===== src/rtl/pong_game_ctrl_if.sv =====
// rtl/pong_game_ctrl_if.sv - ball datapath bus between the game controller and ball_movement
//
// Signals:
//   ball_x      ball_movement -> controller : current ball x coordinate
//   ball_load   controller -> ball_movement : hold/reload the ball at centre
//   ball_en     controller -> ball_movement : one-clk move strobe
//   serve_dir   controller -> ball_movement : 0 = serve left, 1 = serve right
//   serve_angle controller -> ball_movement : signed serve angle in degrees, never 0
// Modports: master = controller side, slave = ball_movement side.

interface pong_game_ctrl_if #(
    parameter int FIELD_W = 6
);
    logic [FIELD_W-1:0] ball_x;
    logic               ball_load;
    logic               ball_en;
    logic               serve_dir;
    logic [7:0]         serve_angle;

    modport master (
        input  ball_x,
        output ball_load,
        output ball_en,
        output serve_dir,
        output serve_angle
    );

    modport slave (
        output ball_x,
        input  ball_load,
        input  ball_en,
        input  serve_dir,
        input  serve_angle
    );
endinterface


===== src/rtl/pong_game_ctrl.sv =====
// rtl/pong_game_ctrl.sv - Pong game-flow controller: serve sequencing, scoring, pause and game-over
//
// Ports:
//   clk         system clock
//   reset       asynchronous active-low reset
//   frame_tick  one-clk pulse per video frame
//   start       debounced start button (level)
//   pause_btn   debounced pause button (level)
//   ball        ball datapath bus (master side): ball_x in; ball_load, ball_en,
//               serve_dir, serve_angle out
//   score_l     left player score
//   score_r     right player score
//   point_flag  one-clk pulse when a point is awarded
//   game_over   high while in OVER
//   state       current FSM state (debug)

module pong_game_ctrl #(
    parameter int         FIELD_W     = 6,
    parameter int         SCORE_W     = 4,
    parameter int         WIN_SCORE   = 11,
    parameter int         SERVE_DELAY = 60,
    parameter int         MAX_ANGLE   = 45,
    parameter logic [7:0] LFSR_SEED   = 8'hA5
) (
    input  logic                 clk,
    input  logic                 reset,
    input  logic                 frame_tick,
    input  logic                 start,
    input  logic                 pause_btn,
    pong_game_ctrl_if.master     ball,
    output logic [SCORE_W-1:0]   score_l,
    output logic [SCORE_W-1:0]   score_r,
    output logic                 point_flag,
    output logic                 game_over,
    output logic [2:0]           state
);

    localparam int CNT_W = $clog2(SERVE_DELAY + 1);

    localparam logic [CNT_W-1:0]   CNT_LOAD  = CNT_W'(SERVE_DELAY);
    localparam logic [CNT_W-1:0]   CNT_LAST  = CNT_W'(1);
    localparam logic [SCORE_W-1:0] SCORE_WIN = SCORE_W'(WIN_SCORE);
    localparam logic [FIELD_W-1:0] X_MAX     = '1;
    localparam logic [5:0]         ANG_MAX   = 6'(MAX_ANGLE);
    // Galois taps for x^8+x^6+x^5+x^4+1 in a right-shifting register
    localparam logic [7:0]         LFSR_TAPS = 8'hB8;

    typedef enum logic [2:0] {
        S_IDLE       = 3'd0,
        S_SERVE_WAIT = 3'd1,
        S_SERVE      = 3'd2,
        S_PLAY       = 3'd3,
        S_POINT      = 3'd4,
        S_PAUSED     = 3'd5,
        S_OVER       = 3'd6
    } state_t;

    state_t             cur_state;
    state_t             nxt_state;
    logic               start_d;
    logic               pause_d;
    logic               start_rise;
    logic               pause_rise;
    logic [7:0]         lfsr;
    logic [7:0]         lfsr_next;
    logic [CNT_W-1:0]   cnt;
    logic               right_scores;
    logic               left_scores;
    logic [SCORE_W-1:0] score_l_inc;
    logic [SCORE_W-1:0] score_r_inc;
    logic               win;
    logic [5:0]         ang_raw;
    logic [5:0]         ang_mod;
    logic [7:0]         ang_mag;
    logic [7:0]         ang_sample;
    logic               load_c;
    logic               en_c;
    logic               dir_q;
    logic [7:0]         angle_q;

    assign start_rise = start & ~start_d;
    assign pause_rise = pause_btn & ~pause_d;

    assign lfsr_next = lfsr[0] ? ({1'b0, lfsr[7:1]} ^ LFSR_TAPS) : {1'b0, lfsr[7:1]};

    // Fold 0..63 onto 0..MAX_ANGLE-1 with a single subtract, then shift off zero
    assign ang_raw    = lfsr[5:0];
    assign ang_mod    = (ang_raw >= ANG_MAX) ? (ang_raw - ANG_MAX) : ang_raw;
    assign ang_mag    = {2'b00, ang_mod} + 8'd1;
    assign ang_sample = lfsr[7] ? (8'd0 - ang_mag) : ang_mag;

    assign right_scores = (ball.ball_x == '0);
    assign left_scores  = (ball.ball_x == X_MAX);

    // In POINT, serve_dir already names the scorer: 0 means the right player scored
    assign score_l_inc = score_l + 1'b1;
    assign score_r_inc = score_r + 1'b1;
    assign win         = dir_q ? (score_l_inc == SCORE_WIN) : (score_r_inc == SCORE_WIN);

    assign ball.ball_load   = load_c;
    assign ball.ball_en     = en_c;
    assign ball.serve_dir   = dir_q;
    assign ball.serve_angle = angle_q;
    assign state            = cur_state;

    always_ff @(posedge clk or negedge reset) begin
        if (!reset) begin
            cur_state <= S_IDLE;
        end else begin
            cur_state <= nxt_state;
        end
    end

    always_comb begin
        nxt_state  = cur_state;
        load_c     = 1'b1;
        en_c       = 1'b0;
        point_flag = 1'b0;
        game_over  = 1'b0;
        case (cur_state)
            S_IDLE: begin
                if (start_rise) nxt_state = S_SERVE_WAIT;
            end
            S_SERVE_WAIT: begin
                if (frame_tick && (cnt == CNT_LAST)) nxt_state = S_SERVE;
            end
            S_SERVE: begin
                nxt_state = S_PLAY;
            end
            S_PLAY: begin
                load_c = 1'b0;
                en_c   = frame_tick;
                // A miss outranks a pause request in the same cycle
                if (right_scores || left_scores) nxt_state = S_POINT;
                else if (pause_rise)             nxt_state = S_PAUSED;
            end
            S_POINT: begin
                load_c     = 1'b0;
                point_flag = 1'b1;
                nxt_state  = win ? S_OVER : S_SERVE_WAIT;
            end
            S_PAUSED: begin
                load_c = 1'b0;
                if (pause_rise) nxt_state = S_PLAY;
            end
            S_OVER: begin
                game_over = 1'b1;
                if (start_rise) nxt_state = S_SERVE_WAIT;
            end
            default: begin
                nxt_state = S_IDLE;
            end
        endcase
    end

    always_ff @(posedge clk or negedge reset) begin
        if (!reset) begin
            start_d <= 1'b0;
            pause_d <= 1'b0;
            lfsr    <= LFSR_SEED;
            cnt     <= '0;
            score_l <= '0;
            score_r <= '0;
            dir_q   <= 1'b1;
            angle_q <= 8'd1;
        end else begin
            start_d <= start;
            pause_d <= pause_btn;
            lfsr    <= lfsr_next;
            case (cur_state)
                S_IDLE, S_OVER: begin
                    if (start_rise) begin
                        score_l <= '0;
                        score_r <= '0;
                        cnt     <= CNT_LOAD;
                    end
                end
                S_SERVE_WAIT: begin
                    if (frame_tick) cnt <= cnt - 1'b1;
                end
                S_SERVE: begin
                    angle_q <= ang_sample;
                end
                S_PLAY: begin
                    if (right_scores)     dir_q <= 1'b0;
                    else if (left_scores) dir_q <= 1'b1;
                end
                S_POINT: begin
                    if (dir_q) score_l <= score_l_inc;
                    else       score_r <= score_r_inc;
                    if (!win)  cnt <= CNT_LOAD;
                end
                default: begin
                end
            endcase
        end
    end

endmodule


===== src/flat_wrapper.sv =====
// flat-port wrapper written by rule: the top's interface ports become plain ports
module pong_game_ctrl_flat 
#(
    parameter int         FIELD_W     = 6,
    parameter int         SCORE_W     = 4,
    parameter int         WIN_SCORE   = 11,
    parameter int         SERVE_DELAY = 60,
    parameter int         MAX_ANGLE   = 45,
    parameter logic [7:0] LFSR_SEED   = 8'hA5
)
  (clk, reset, frame_tick, start, pause_btn, score_l, score_r, point_flag, game_over, state, ball_ball_x, ball_ball_load, ball_ball_en, ball_serve_dir, ball_serve_angle);
  pong_game_ctrl_if #(.FIELD_W(FIELD_W)) ball_i ();
  input  logic clk;
  input  logic reset;
  input  logic frame_tick;
  input  logic start;
  input  logic pause_btn;
  output logic [SCORE_W-1:0] score_l;
  output logic [SCORE_W-1:0] score_r;
  output logic point_flag;
  output logic game_over;
  output logic [2:0] state;
  input wire logic [$bits(ball_i.ball_x)-1:0] ball_ball_x;
  output wire logic [$bits(ball_i.ball_load)-1:0] ball_ball_load;
  output wire logic [$bits(ball_i.ball_en)-1:0] ball_ball_en;
  output wire logic [$bits(ball_i.serve_dir)-1:0] ball_serve_dir;
  output wire logic [$bits(ball_i.serve_angle)-1:0] ball_serve_angle;
  assign ball_i.ball_x = ball_ball_x;
  assign ball_ball_load = ball_i.ball_load;
  assign ball_ball_en = ball_i.ball_en;
  assign ball_serve_dir = ball_i.serve_dir;
  assign ball_serve_angle = ball_i.serve_angle;
  pong_game_ctrl #(.FIELD_W(FIELD_W), .SCORE_W(SCORE_W), .WIN_SCORE(WIN_SCORE), .SERVE_DELAY(SERVE_DELAY), .MAX_ANGLE(MAX_ANGLE), .LFSR_SEED(LFSR_SEED)) u_core (.clk(clk), .reset(reset), .frame_tick(frame_tick), .start(start), .pause_btn(pause_btn), .ball(ball_i), .score_l(score_l), .score_r(score_r), .point_flag(point_flag), .game_over(game_over), .state(state));
endmodule

===== config.mk =====
export PLATFORM = sky130hd
export DESIGN_NAME = pong_game_ctrl_flat
export DESIGN_NICKNAME = d
export VERILOG_FILES = /design/src/rtl/pong_game_ctrl_if.sv /design/src/rtl/pong_game_ctrl.sv /design/src/flat_wrapper.sv
export SDC_FILE = /design/constraint.sdc
export NUM_CORES = 1
export LEC_CHECK = 0
export ABC_AREA = 1
export BUFFER_PORTS_ARGS = -buffer_cell sky130_fd_sc_hd__buf_2
export CAP_MARGIN = 10
export CELL_PAD_IN_SITES_DETAIL_PLACEMENT = 0
export CELL_PAD_IN_SITES_GLOBAL_PLACEMENT = 1
export CORE_ASPECT_RATIO = 0.5
export CORE_MARGIN = 3
export CORE_UTILIZATION = 46
export CTS_BUF_LIST = sky130_fd_sc_hd__clkbuf_8
export DETAILED_ROUTE_END_ITERATION = 12
export PLACE_DENSITY = 0.95
export SYNTH_ARGS = -nofsm -noshare
export SYNTH_HDL_FRONTEND = slang
export SYNTH_SLANG_ARGS = --single-unit

===== constraint.sdc =====
create_clock -name clk -period 3.57 [get_ports clk]
set_input_delay 0.357 -clock clk [delete_from_list [all_inputs] [get_ports clk]]
set_output_delay 0.357 -clock clk [all_outputs]
set_load 0.1 [all_outputs]

==> results of run 1 <==
## Yosys cell counts (2+ instances only)
master | instances | area [µm²]
inv_1 | 45 | 169
o21ai_1 | 6 | 30.0
nand2_4 | 3 | 33.8
a21oi_1 | 3 | 15.0
o21ai_0 | 12 | 60.1
o22ai_1 | 5 | 31.3
nand3_1 | 24 | 120
nor2_2 | 3 | 18.8
nor3_1 | 6 | 30.0
dfstp_2 | 6 | 158
xor2_1 | 10 | 87.6
nand2_1 | 63 | 236
xnor2_1 | 2 | 17.5
nand3_2 | 4 | 40.0
nand3b_1 | 4 | 30.0
ha_1 | 7 | 87.6
nor2_1 | 28 | 105
o221ai_1 | 2 | 17.5
dfrtp_1 | 30 | 751
nand2_2 | 4 | 25.0
nand4_1 | 4 | 25.0
buf_4 | 2 | 15.0
inv_2 | 6 | 22.5
## cell families after synthesis
| kind of cell | Yosys count | share of synthesized area, % |
|---|---|---|
| simple gates | 144 | 31.1 |
| buf+inv | 56 | 9.98 |
| flops | 36 | 41.4 |
| compound gates | 33 | 8.78 |
| fa+ha+maj | 7 | 3.99 |
| xor+xnor | 12 | 4.79 |
## critical path, stage by stage (launching register included)
cell and delay (ns):
dfstp_2 0.62, inv_2 0.07, ha_1 0.22, inv_1 0.10, nand3_2 0.11, nand3_4 0.12, nand2_4 0.09, nand2_1 0.09
nand2_2 0.09, ha_1 0.22, nand3_2 0.11, clkinv_1 0.09, nand3_1 0.10, nand2_2 0.10, nand2_1 0.12, nand3_1 0.08
nand3_1 0.09, nand2_1 0.05
## power by group through the flow
stage | sequential, W | combinational [W] | clock [W]
after detailed placement | 0.000544 | 0.000818 | 0
after CTS | 0.000537 | 0.000818 | 0.000306
final | 0.000538 | 0.000815 | 0.000294
after floorplan | 0.000811 | 0.000398 | 0
after global placement | 0.000542 | 0.000805 | 0
after global routing | 0.000548 | 0.000888 | 0.000325
## routing by layer
layer | vias to the layer above | global-route usage (%) | routed length (µm) | share of wire (%)
met5 | - | 0 | 0 | 0
met4 | 0 | 4.64 | 10 | 0.22
met3 | 2 | 3.53 | 113 | 2.5
met2 | 20 | 30.2 | 2110 | 47
met1 | 898 | 21.8 | 2300 | 51
li1 | 991 | - | - | -
## metrics by stage
stage / utilization (%) / total power (W) / cells / setup slack [ns] / hold slack [ns]
6_report: 56.2 / 0.00165 / 392 / 0.995 / 0.149
5_1_grt: 56.2 / 0.00176 / 392 / 0.717 / 0.180
4_1_cts: 56.2 / 0.00166 / 392 / 0.988 / 0.175
3_5_place_dp: 54.2 / 0.00136 / 384 / 1.02 / 0.392
3_3_place_gp: 54.2 / 0.00135 / 384 / 1.11 / 0.395
2_1_floorplan: - / 0.00121 / 288 / 0.429 / 0.0614
## final timing paths
path / from / to / slack [ns] / cells past startpoint
setup / recovery: u_core.lfsr[0] / u_core.ball.serve_angle[5] / 1.0 / 17
hold / removal: reset / u_core.ball.serve_angle[4] / 0.15 / 1
setup reg to reg: u_core.lfsr[0] / u_core.ball.serve_angle[5] / 1.0 / 17
hold reg to reg: u_core.lfsr[6] / u_core.lfsr[5] / 0.41 / 1
max in group asynchronous: reset / u_core.start_d / 2.92 / 1
min in group clk: pause_btn / u_core.pause_d / 0.19 / 1
## sequential cells by signal (all words and copies together) (netlist names)
register / count
u_core.pause_d: 1
u_core.ball.serve_angle: 8
u_core.ball.serve_dir: 1
u_core.score_l: 4
u_core.lfsr: 8
u_core.start_d: 1
u_core.score_r: 4
u_core.cnt: 6
u_core.state: 3
## final cells by class
type	instances	share of cell area [%]
multi-input cells	196	42.6
flip-flops and latches	36	36.0
inverters	52	7.73
repair buffers	34	6.74
well taps	66	3.27
clock buffers	5	2.73
clock inverters	3	0.942
==> metrics, run 1 <==
outcome=finished, final reports clean; Fin Setup TNS=0 ns; pin count of the biggest net entering global routing=37; CTS tree=yes; post-synth cell types=32; NetSw=roughly 0.00087 W; clk sinks=36; Seq. cell area=slightly above 900 µm²; Clock Latency Late Sink=approximately 0.29 ns; type of the tightest min-delay check=input pin to asynchronous set/reset pin; commonest non-fill, non-tap cell in the layout=nand2_1; starting density of the core=about half; post-synthesis net count=306; unrepaired setup endpoints after global routing=false; gr usage total=between 10% and 20%; Die X=between 100 and 150 µm; DR iter-0 viols=between 80 and 90; global-route wire length before repair=7800 µm; Root Driver=clkbuf_8; Top FF cell, synth=dfrtp_1; worst vdd ir=roughly 0.00055 V; DR WL/cell=11.6 µm; post-CTS setup buffers=0; DR vias=around 1.9k; Seq pwr share=around a third; layout cell share with drive strength beyond 1=21.8%; register area share after synthesis=between 40% and 50%; Avg Vias per Cell=between 4 and 5; max cap viols=0; gr ovfl total=0; fmax=388 MHz; CP Capture Type=flip-flop; Remaining DRCs=0; Die Height=54.8 µm; Gate Count Post-Synth=about 290; final period utilization=72.1%; Final GP Congestion=roughly 0.80; Final Hold Fails=0; most frequent cells in the layout=nand2_1, inv_1, buf_2; final instance area=between 2000 and 3000 µm²; DP Wirelength=3450 µm; initial antenna violation count=0; Final ANT Viol Nets=0; WS Path Type=flip-flop to flip-flop; cts hold-fix bufs=0; Cell Rows=17; Slew @ Worst Pin=just under 0.8 ns; post-synthesis area per instance=7.62 µm²; crit path DAT=around 2.8 ns; Post-CTS Resized=0; DIE AREA=about 5700 µm²; Comb power frac=49.5%; flops & latches, synth=36; P per Cell Area=between 600 and 700 nW/µm²; YS warnings=0; Post-DP Area=2430 µm²; nets@finish=roughly 340; Multi-input gate area=approximately 1100 µm²; clock-pin slew on the worst setup and hold paths=0.08 ns; total I/O pin count=35; synthesized cell area=2190 µm²; H-tree depth=2; CORE AREA=4490 µm²; P_int=slightly below 0.0008 W; relative slew slack=47.0%; diode count=0; area delta synth->final=15.0%; critical path required time=3.75 ns; minimum clock period=between 2 and 3 ns; Max Slew Vio Count=0; TritonCTS Buffers=5; Layout fillers=between 400 and 500; port bufs=34; Clock Skews=approximately 0.0032 ns; Leak Pwr=1.26 nW; clock power share=about 18%; total wire length=4530 µm; Sw Share=about 53%; drt pass-1 iters=4; Synth async-reset ratio=100%; vias in the first global route=between 1.5k and 2k; clock buffer depth=2; EDFF count, synth=0; CP max FO=7; setup violators final=0; CP startpoint kind=flip-flop
Note: power is estimated with default switching activity, not from simulation.
==> run 2: changes to the inputs <==
- CORE_UTILIZATION: 46 -> 43
- PLACE_DENSITY: 0.95 -> 0.93
- clock period: 3.57 -> 2.39 ns (I/O delays scaled with it)
==> run 2 against run 1 <==
Sequential share of layout area is 2.1 points lower. Critical endpoint is now u_core.ball.serve_angle[6]. Highest routed layer unchanged. Global-route usage is 1.1 points lower. Non-clock buffer count is 9 higher. Largest cell class unchanged.
==> metrics, run 2 (synthesized netlist as in run 1, its figures left out) <==
Final GP Congestion=0.868 (+8.9%); pin count of the biggest net entering global routing=37 (unchanged); total wire length=4570 µm (+0.93%); total I/O pin count=35 (unchanged); max cap viols=0 (unchanged); global-route wire length before repair=7890 µm (+1.1%); crit path DAT=2.39 ns (-0.37 ns); Sw Share=52.9% (-0.12 points); gr usage total=15.9% (-1.1 points); Root Driver=clkbuf_8; critical path required time=2.57 ns (-1.18 ns); Die Height=56.5 µm (+3.1%); P per Cell Area=923 nW/µm² (+41%); H-tree depth=2 (unchanged); DR iter-0 viols=67 (-17%); drt pass-1 iters=4 (unchanged); port bufs=34 (unchanged); final instance area=2700 µm² (+6.8%); Seq pwr share=32.7% (about the same); outcome=finished, final reports clean; type of the tightest min-delay check=input pin to asynchronous set/reset pin; Clock Latency Late Sink=0.29 ns (about the same); Post-DP Area=2490 µm² (+2.4%); Final Hold Fails=0 (unchanged); Finished Core Util=57.9% (+1.7 points); Final ANT Viol Nets=0 (unchanged); vias in the first global route=1822 (+3.5%); Avg Vias per Cell=4.82 (-1.1%); initial antenna violation count=0 (unchanged); clock buffer depth=2 (unchanged); WS Path Type=flip-flop to flip-flop; CP Capture Type=flip-flop; gr ovfl total=0 (unchanged); Die X=107 µm (+3.2%); Comb power frac=49.7% (+0.2 points); setup violators final=0 (unchanged); Inst Count DP=389 (+1.3%); layout cell share with drive strength beyond 1=29.0% (+7.2 points); nets@finish=352 (+2.6%); DR WL/cell=11.4 µm (-1.3%); CP startpoint kind=flip-flop; NetSw=0.00132 W (+51%); Leak Pwr=1.32 nW (+4.1%); CORE AREA=4660 µm² (+3.8%); diode count=0 (unchanged); DIE AREA=6050 µm² (+6.4%); most frequent cells in the layout=nand2_1, inv_1, buf_2; commonest non-fill, non-tap cell in the layout=nand2_1; starting density of the core=47.1% (-1.8 points); clock power share=17.6% (-0.2 points); clock-pin slew on the worst setup and hold paths=0.08 ns (about the same); Slew @ Worst Pin=0.810 ns (+0.0149 ns); relative slew slack=46.0% (-0.99 points); Clock Skews=0.0106 ns (+0.00737 ns); minimum clock period=2.21 ns (-0.361 ns); cts hold-fix bufs=0 (unchanged); fmax=452 MHz (+16%); Min Hold Slack=0.0356 ns (-0.114 ns); TritonCTS Buffers=5 (unchanged); P_int=0.00117 W (+52%); clk sinks=36 (unchanged); area delta synth->final=22.9%; Cell Rows=17 (unchanged); worst vdd ir=0.00118 V (+120%); DR vias=1934 (+1.2%); CP max FO=5 (-2); DP Wirelength=3450 µm (about the same); non-filler instance count after layout=401 (+2.3%); CTS tree=yes; Max Slew Vio Count=0 (unchanged); Remaining DRCs=0 (unchanged); final period utilization=92.6% (+21 points)
## run 2: cell types whose count changed in the layout (fill, tap and decap cells not counted), sizes merged
cell,change
buf,+9
## run 2: worst max-delay path: stages, from the launching register on
cell      delay [ns]
dfstp_2         0.55
inv_2           0.06
ha_4            0.16
inv_2           0.07
nand3_4         0.08
nand3_4         0.14
nand3_1         0.09
nand2_2         0.11
ha_4            0.15
nand3_4         0.09
clkinv_1        0.07
nand3_2         0.10
nand2_4         0.10
nand3_1         0.08
nand2_1         0.06
nand3_1         0.07
nand3_1         0.08
nand2_1         0.05
## run 2: cell type report
cell class,count,area (µm²)
Fill cell,412,1960
Multi-Input combinational cell,196,1170
Sequential cell,36,913
Timing Repair Buffer,43,241
Inverter,52,195
Tap cell,66,82.6
Clock buffer,5,68.8
Clock inverter,3,23.8
## run 2: final timing paths
kind / startpoint / to / slack (ns) / cells past startpoint
setup / recovery: u_core.lfsr[0] / u_core.ball.serve_angle[6] / 0.18 / 17
hold / removal: reset / u_core.cnt[4] / 0.04 / 1
setup reg to reg: u_core.lfsr[0] / u_core.ball.serve_angle[6] / 0.18 / 17
hold reg to reg: u_core.lfsr[1] / u_core.lfsr[0] / 0.41 / 0
max in group asynchronous: reset / u_core.state[2] / 1.76 / 1
min in group clk: start / u_core.start_d / 0.06 / 1
## run 2: power by group through the flow
stage	combinational (W)	clock, W	sequential (W)
floorplan	0.000608	0	0.00122
global route	0.00134	0.000490	0.000827
detailed placement	0.00124	0	0.000823
finish	0.00124	0.000439	0.000814
global placement	0.00122	0	0.000820
CTS	0.00124	0.000458	0.000812
## run 2: repair_timing
item                                    4_1_cts  5_1_grt
endpoints found under the setup margin        0        5
resized for setup                             0       20
buffers inserted                              0        4
## run 2: through the flow
stage | power (W) | TNS, ns | setup slack (ns)
after floorplan | 0.00183 | -0.0415 | -0.0260
after global placement | 0.00204 | 0 | 0.0914
after detailed placement | 0.00206 | 0 | 0.0430
after CTS | 0.00251 | 0 | 0.0125
after global routing | 0.00266 | -0.0121 | -0.0121
final | 0.00249 | 0 | 0.176
## run 2: layer usage
| metal | up-vias | GRT usage [%] | wire length (µm) | part of all wire [%] |
|---|---|---|---|---|
| met4 | 0 | 4.01 | 55 | 1.2 |
| met3 | 6 | 3.79 | 162 | 3.5 |
| met2 | 25 | 26.8 | 2040 | 45 |
| met1 | 891 | 20.6 | 2310 | 51 |
| li1 | 1012 | - | - | - |
| met5 | - | 0 | 0 | 0 |
